`src/rtl/byte_frame_tx.sv`:
```
// Byte-stream frame transmitter: payload bytes are buffered in a FIFO, then sent as
// preamble, SFD, payload and an 8-bit additive checksum, followed by an inter-frame gap.
module byte_frame_tx #(
  parameter int         FIFO_DEPTH    = 16,
  parameter int         PREAMBLE_LEN  = 2,
  parameter int         IFG_LEN       = 3,
  parameter logic [7:0] PREAMBLE_BYTE = 8'h55,
  parameter logic [7:0] SFD_BYTE      = 8'hD5
) (
  input  logic        clk,
  input  logic        rst_n,
  input  logic [7:0]  in_data,
  input  logic        in_valid,
  input  logic        in_last,
  output logic        in_ready,
  output logic [7:0]  txd,
  output logic        tx_en,
  output logic        busy,
  output logic        underrun,
  output logic [15:0] frame_cnt,
  output logic [2:0]  dbg_state
);

  localparam int AW  = $clog2(FIFO_DEPTH);
  localparam int PW  = AW + 1;
  localparam int PCW = $clog2(PREAMBLE_LEN + 1);
  localparam int ICW = $clog2(IFG_LEN + 1);

  typedef enum logic [2:0] {
    S_IDLE  = 3'd0,
    S_PRE   = 3'd1,
    S_SFD   = 3'd2,
    S_DATA  = 3'd3,
    S_CSUM  = 3'd4,
    S_ABORT = 3'd5,
    S_IFG   = 3'd6
  } state_t;

  // Upstream handshake: a byte transfers on a rising edge where in_valid && in_ready;
  // in_valid may rise freely, in_ready depends only on registered FIFO state.
  logic [8:0]    mem [FIFO_DEPTH];
  logic [PW-1:0] wr_ptr, rd_ptr, held;
  logic          rdy_q;
  logic          fifo_full, fifo_empty, push, pop, frame_ready;
  logic [8:0]    head;

  state_t         state, state_n;
  logic [PCW-1:0] pre_cnt, pre_cnt_n;
  logic [ICW-1:0] ifg_cnt, ifg_cnt_n;
  logic [7:0]     csum, csum_n, txd_n;
  logic           cur_last, last_n, tx_en_n;
  logic           launch, frame_done, underrun_set;

  assign fifo_empty  = (wr_ptr == rd_ptr);
  assign fifo_full   = (wr_ptr[AW] != rd_ptr[AW]) && (wr_ptr[AW-1:0] == rd_ptr[AW-1:0]);
  assign in_ready    = rdy_q && !fifo_full;
  assign push        = in_valid && in_ready;
  assign head        = mem[rd_ptr[AW-1:0]];
  // A full FIFO with no complete frame means the frame is longer than the buffer: cut through.
  assign frame_ready = (held != '0) || fifo_full;
  assign busy        = (state != S_IDLE);
  assign dbg_state   = state;

  always_ff @(posedge clk) begin
    if (push) mem[wr_ptr[AW-1:0]] <= {in_last, in_data};
  end

  always_ff @(posedge clk or negedge rst_n) begin
    if (!rst_n) begin
      wr_ptr <= '0;
      rd_ptr <= '0;
      held   <= '0;
      rdy_q  <= 1'b0;
    end else begin
      rdy_q <= 1'b1;
      if (push) wr_ptr <= wr_ptr + PW'(1);
      if (pop)  rd_ptr <= rd_ptr + PW'(1);
      unique case ({push && in_last, pop && head[8]})
        2'b10:   held <= held + PW'(1);
        2'b01:   held <= held - PW'(1);
        default: ;
      endcase
    end
  end

  // Each branch computes the byte that goes on the line in the following cycle.
  always_comb begin
    state_n      = state;
    pre_cnt_n    = pre_cnt;
    ifg_cnt_n    = ifg_cnt;
    csum_n       = csum;
    last_n       = cur_last;
    txd_n        = 8'h00;
    tx_en_n      = 1'b0;
    pop          = 1'b0;
    launch       = 1'b0;
    frame_done   = 1'b0;
    underrun_set = 1'b0;
    unique case (state)
      S_IDLE: launch = frame_ready;
      S_PRE: begin
        tx_en_n = 1'b1;
        if (pre_cnt == PCW'(PREAMBLE_LEN)) begin
          state_n = S_SFD;
          txd_n   = SFD_BYTE;
        end else begin
          txd_n     = PREAMBLE_BYTE;
          pre_cnt_n = pre_cnt + PCW'(1);
        end
      end
      S_SFD, S_DATA: begin
        if (state == S_DATA && cur_last) begin
          state_n    = S_CSUM;
          tx_en_n    = 1'b1;
          txd_n      = csum;
          frame_done = 1'b1;
        end else if (!fifo_empty) begin
          pop     = 1'b1;
          tx_en_n = 1'b1;
          txd_n   = head[7:0];
          csum_n  = csum + head[7:0];
          last_n  = head[8];
          state_n = S_DATA;
        end else begin
          underrun_set = 1'b1;
          state_n      = S_ABORT;
        end
      end
      S_CSUM: begin
        state_n   = S_IFG;
        ifg_cnt_n = ICW'(1);
      end
      S_ABORT: begin
        if (!fifo_empty) begin
          pop = 1'b1;
          if (head[8]) begin
            state_n   = S_IFG;
            ifg_cnt_n = ICW'(1);
          end
        end
      end
      S_IFG: begin
        if (ifg_cnt == ICW'(IFG_LEN)) begin
          if (frame_ready) launch  = 1'b1;
          else             state_n = S_IDLE;
        end else begin
          ifg_cnt_n = ifg_cnt + ICW'(1);
        end
      end
      default: state_n = S_IDLE;
    endcase
    // Starting a frame emits the first preamble byte immediately.
    if (launch) begin
      state_n   = S_PRE;
      tx_en_n   = 1'b1;
      txd_n     = PREAMBLE_BYTE;
      pre_cnt_n = PCW'(1);
      csum_n    = 8'h00;
      last_n    = 1'b0;
    end
  end

  always_ff @(posedge clk or negedge rst_n) begin
    if (!rst_n) begin
      state     <= S_IDLE;
      pre_cnt   <= '0;
      ifg_cnt   <= '0;
      csum      <= 8'h00;
      cur_last  <= 1'b0;
      txd       <= 8'h00;
      tx_en     <= 1'b0;
      underrun  <= 1'b0;
      frame_cnt <= 16'h0000;
    end else begin
      state    <= state_n;
      pre_cnt  <= pre_cnt_n;
      ifg_cnt  <= ifg_cnt_n;
      csum     <= csum_n;
      cur_last <= last_n;
      txd      <= txd_n;
      tx_en    <= tx_en_n;
      if (underrun_set) underrun  <= 1'b1;
      if (frame_done)   frame_cnt <= frame_cnt + 16'd1;
    end
  end

endmodule

```
`config.mk`:
```
export PLATFORM = sky130hd
export DESIGN_NAME = byte_frame_tx
export DESIGN_NICKNAME = d
export VERILOG_FILES = /design/src/rtl/byte_frame_tx.sv
export SDC_FILE = /design/constraint.sdc
export NUM_CORES = 1
export LEC_CHECK = 0
export ABC_CLOCK_PERIOD_IN_PS = 4500
export CORE_UTILIZATION = 41
export DETAILED_ROUTE_END_ITERATION = 10
export DONT_BUFFER_PORTS = 1
export PLACE_DENSITY = 0.59
export RECOVER_POWER = 25
export SYNTH_ARGS = -nofsm -noshare
export SYNTH_HDL_FRONTEND = slang
export SYNTH_SLANG_ARGS = --single-unit
```
`constraint.sdc`:
```
create_clock -name clk -period 4.5 [get_ports clk]
set_input_delay 0.675 -clock clk [delete_from_list [all_inputs] [get_ports clk]]
set_output_delay 0.675 -clock clk [all_outputs]
set_load 0.05 [all_outputs]
```
==> tab_implementation.tex <==
\begin{tabular}{lr}
\hline
Metric & Value \\
\hline
\multicolumn{2}{l}{\textbf{Drt}} \\
\quad WL per Instance & 20.58 um \\
\quad Count of unresolved DRC violations after routing & 0 \\
\quad Count of nets left with antenna violations after detail routing & 0 \\
\quad Count of routing violations after the opening detailed-route iteration & 336 \\
\quad Routed vias & 4699 \\
\quad First-pass detailed-route iteration total & 4 \\
\quad Via density per instance & 5.515 \\
\quad Final WL & 17.54 mm \\
\multicolumn{2}{l}{\textbf{Synth}} \\
\quad Synth cell types & 57 \\
\quad Syn. warnings & 0 \\
\quad Post-synth top area cell & sky130\_fd\_sc\_hd\_\_edfxtp\_1 \\
\quad Net count after synthesis & 572 \\
\quad Proportion of register bits with asynchronous set or reset after synthesis & 0.2871 \\
\quad Main synth FF type & sky130\_fd\_sc\_hd\_\_edfxtp\_1 \\
\quad Mapped Area & 8753 um2 \\
\quad Number of synthesized flops with an enable pin & 144 \\
\quad Biggest area contributors in the synthesized netlist & sky130\_fd\_sc\_hd\_\_edfxtp\_1 49\%, sky130\_fd\_sc\_hd\_\_dfrtp\_1 17\%, sky130\_fd\_sc\_hd\_\_mux4\_1 6.0\%, sky130\_fd\_sc\_hd\_\_mux4\_2 5.9\%, sky130\_fd\_sc\_hd\_\_ha\_1 3.0\% \\
\quad Gate Count Post-Synth & 538 \\
\quad Sequential share of the synthesized area & 0.6598 \\
\quad Avg Cell Area, Syn & 16.27 um2 \\
\quad Share of the synthesized area in the top cell type & 0.4940 \\
\quad Count of state elements after synthesis & 202 \\
\multicolumn{2}{l}{\textbf{Clock tree}} \\
\quad Number of buffers inserted by post-CTS setup repair & 0 \\
\quad Clock latency on the worst-skew pair & 500 ps \\
\quad Clock input transition at the sequential cells of the worst setup and hold paths & 60 ps \\
\quad Cell at the root of the clock tree & sky130\_fd\_sc\_hd\_\_clkbuf\_16 \\
\quad CTS buffer count & 22 \\
\quad Number of clock sinks & 202 \\
\quad Cells resized by post-CTS repair & 0 \\
\quad Max H-tree Level & 1 \\
\quad Number of buffers between clock root and the deepest sink & 3 \\
\quad Clock tree from TritonCTS & built \\
\multicolumn{2}{l}{\textbf{Setup path}} \\
\quad Launching element type of the critical path & flip-flop \\
\quad WS Path Type & reg2reg \\
\quad Number of buffer and inverter stages on the critical path & 1 \\
\quad Largest stage delay on the critical path & 560 ps \\
\quad Worst-path fanout max & 39 \\
\quad CP arrival & 4220 ps \\
\quad Kind of cell adding the most delay to the critical path & compound AO/OA/AOI/OAI gates \\
\quad Data required, critical path & 4920 ps \\
\quad CP cell instances & buf\_4 -> mux4\_2 -> mux4\_2 -> ha\_1 -> a21oi\_1 -> o211ai\_1 -> o41ai\_1 -> xor2\_1 -> or3\_1 -> a21oi\_1 \\
\quad Cell with the largest stage delay on the worst path & sky130\_fd\_sc\_hd\_\_mux4\_2 \\
\quad Element type at the critical path end & flip-flop \\
\multicolumn{2}{l}{\textbf{Power}} \\
\quad P\_leak & 0.003603 uW \\
\quad Clock network fraction of design power & 0.268 \\
\quad Reported net switching power & 2083 uW \\
\quad Share of power burned in combinational logic & 0.320 \\
\quad Areal power density over the cells & 620.8 nW/um2 \\
\quad Power consumption & 6091 uW \\
\quad Worst supply voltage drop on vdd & 209.4 uV \\
\quad Int Pwr & 4008 uW \\
\quad Switch share & 0.3420 \\
\quad Register share of total power & 0.411 \\
\multicolumn{2}{l}{\textbf{Timing}} \\
\quad Setup repair after global routing missed its margin & false \\
\quad FMAX & 0.2634 GHz \\
\quad Final hold vios & 0 \\
\quad Setup TNS & 0 ps \\
\quad Max Clock Skew & 12.83 ps \\
\quad Slew HR & -1.067 \\
\quad Endpoints failing setup & 0 \\
\quad Final count of pins violating max slew & 59 \\
\quad Shortest clock period the worst path allows after layout & 3796 ps \\
\quad Post-route fraction of the period consumed by the critical path & 0.8436 \\
\quad Transition time at the pin with the least slew margin & 3100 ps \\
\multicolumn{2}{l}{\textbf{GRT}} \\
\quad Pin count of the biggest net entering global routing & 59 \\
\quad Initial antenna violation count & 0 \\
\quad Total Routing Usage GR & 0.1643 \\
\quad Overflow left after global routing & 0 \\
\quad Wire length of the first global-routing pass & 27.31 mm \\
\quad Number of global-route vias before repair & 4862 \\
\multicolumn{2}{l}{\textbf{Run status}} \\
\quad Outcome & finished with violations \\
\quad Failing checks & capacitance limit, slew limit \\
\multicolumn{2}{l}{\textbf{Floorplanning}} \\
\quad Overall die width & 148.1 um \\
\quad Starting utilization of the core area & 0.4177 \\
\quad Vertical die dimension & 148.1 um \\
\quad Area of the core & 20960 um2 \\
\quad Total die area & 21940 um2 \\
\quad Total I/O pin count & 43 \\
\quad Total number of placement rows & 53 \\
\multicolumn{2}{l}{\textbf{Final layout}} \\
\quad Nets@finish & 597 \\
\quad Share of cells above drive strength 1 & 0.1456 \\
\quad Most frequent cells in the layout & 144 x sky130\_fd\_sc\_hd\_\_edfxtp\_1, 57 x sky130\_fd\_sc\_hd\_\_dfrtp\_1, 37 x sky130\_fd\_sc\_hd\_\_nand2\_1 \\
\quad Leading cell type in the layout, fill and taps excluded & sky130\_fd\_sc\_hd\_\_edfxtp\_1 \\
\quad Number of fill cells & 1795 \\
\quad Antenna diode count & 0 \\
\quad Signed area change from the synthesized netlist to the final layout & 12.08\% \\
\multicolumn{2}{l}{\textbf{Min path}} \\
\quad Hold crit path type & in2reg \\
\multicolumn{2}{l}{\textbf{Placed design}} \\
\quad Buffers on Ports & 0 \\
\quad RD Place Congestion & 0.8449 \\
\quad Detailed Place HPWL & 11.24 mm \\
\multicolumn{2}{l}{\textbf{Flow run}} \\
\quad Number of max-capacitance violations reported & 1 \\
\hline
\end{tabular}
[worst register-to-register path, stage by stage (launching register included)]
cell and delay [ps]:
sky130_fd_sc_hd__dfrtp_1 360, sky130_fd_sc_hd__buf_4 470, sky130_fd_sc_hd__mux4_2 420, sky130_fd_sc_hd__mux4_2 560
sky130_fd_sc_hd__ha_1 320, sky130_fd_sc_hd__a21oi_1 230, sky130_fd_sc_hd__o211ai_1 160, sky130_fd_sc_hd__o41ai_1 540
sky130_fd_sc_hd__xor2_1 180, sky130_fd_sc_hd__or3_1 340, sky130_fd_sc_hd__a21oi_1 150
[synth_stat cells (all sizes together) (2+ instances only)]
cell	number
a21oi	16
o21bai	4
nand2b	5
and3	6
o21ai	10
dfrtp	58
a22oi	6
mux2	4
nand3	11
xor2	20
or2b	2
edfxtp	144
a21o	2
o41ai	2
nor2b	5
mux4	43
nand4	11
buf	13
nor2	36
a221oi	2
or3	3
xnor2	20
ha	21
a221o	4
inv	11
clkbuf	9
a31oi	3
and2	4
nor3	6
nand2	37
[flip-flops by register name, indices dropped and copies added (netlist names)]
signal / flops
cur_last: 1
pre_cnt: 2
rdy_q: 1
csum: 8
rd_ptr: 5
underrun: 1
frame_cnt: 16
dbg_state: 3
tx_en: 1
mem: 144
held: 5
ifg_cnt: 2
txd: 8
wr_ptr: 5
[repair_timing]
item,in CTS,in global routing
hold buffers,1,0
endpoints found under the setup margin,0,0
endpoints found under the hold margin,58,0
[final timing paths]
check                                 from  depth (start not counted)  slack (ps)           end
min in group asynchronous            rst_n                          1        1200  dbg_state[0]
max in group asynchronous            rst_n                          1        1330     rd_ptr[0]
worst max register to register   rd_ptr[1]                         10         700       csum[7]
worst max-delay path             rd_ptr[1]                         10         700       csum[7]
worst min-delay path            in_data[3]                          0         270     mem[6][3]
worst min register to register     held[4]                          1         470       held[4]
[layout make-up]
cell class / instances / area, um2 / area share
Multi-Input combinational cell: 302 / 2798 / 0.2852
Clock buffer: 25 / 593.1 / 0.06045
Sequential cell: 202 / 5777 / 0.5888
Timing Repair Buffer: 24 / 188.9 / 0.01926
Inverter: 11 / 41.29 / 0.004209
Tap cell: 275 / 344.1 / 0.03507
Clock inverter: 13 / 68.82 / 0.007014
[cell families (layout without fill, tap and decap cells)]
group	Yosys count	in the layout	share of synthesized area
compound gates	59	59	0.04803
xor+xnor	40	40	0.04002
fa+ha+maj	22	22	0.03230
buf+inv	34	73	0.02058
flops	202	202	0.6598
mux	48	48	0.1255
other cells	1	1	0.0004284
simple gates	132	132	0.07333
[power by group through the flow]
stage	Combinational (uW)	Sequential (uW)	Clock [uW]
after floorplan	1520	2500	0
after global placement	1900	2530	0
after detailed placement	1950	2540	0
after CTS	1960	2500	1680
after global routing	2140	2530	1750
final	1950	2500	1640
[through the flow]
| stage | worst slack [ps] | instance area, um2 | hold WS [ps] | utilization | cells |
|---|---|---|---|---|---|
| 2_1_floorplan | 1057 | 8753 | 379.4 | - | 538 |
| 3_3_place_gp | 867.6 | 9145 | 381.1 | 0.4364 | 813 |
| 3_5_place_dp | 767.0 | 9145 | 382.6 | 0.4364 | 813 |
| 4_1_cts | 761.7 | 9834 | 40.28 | 0.4693 | 852 |
| 5_1_grt | 551.0 | 9811 | 246.9 | 0.4682 | 852 |
| 6_report | 703.8 | 9811 | 268.4 | 0.4682 | 852 |
[layer usage]
layer	up-vias	GRT usage	share of wire
met4	0	0.04897	0.020
met1	2399	0.2163	0.42
met3	29	0.03374	0.057
li1	2133	-	-
met5	-	0	0
met2	138	0.2749	0.50
(Power assumes the default switching activity.)
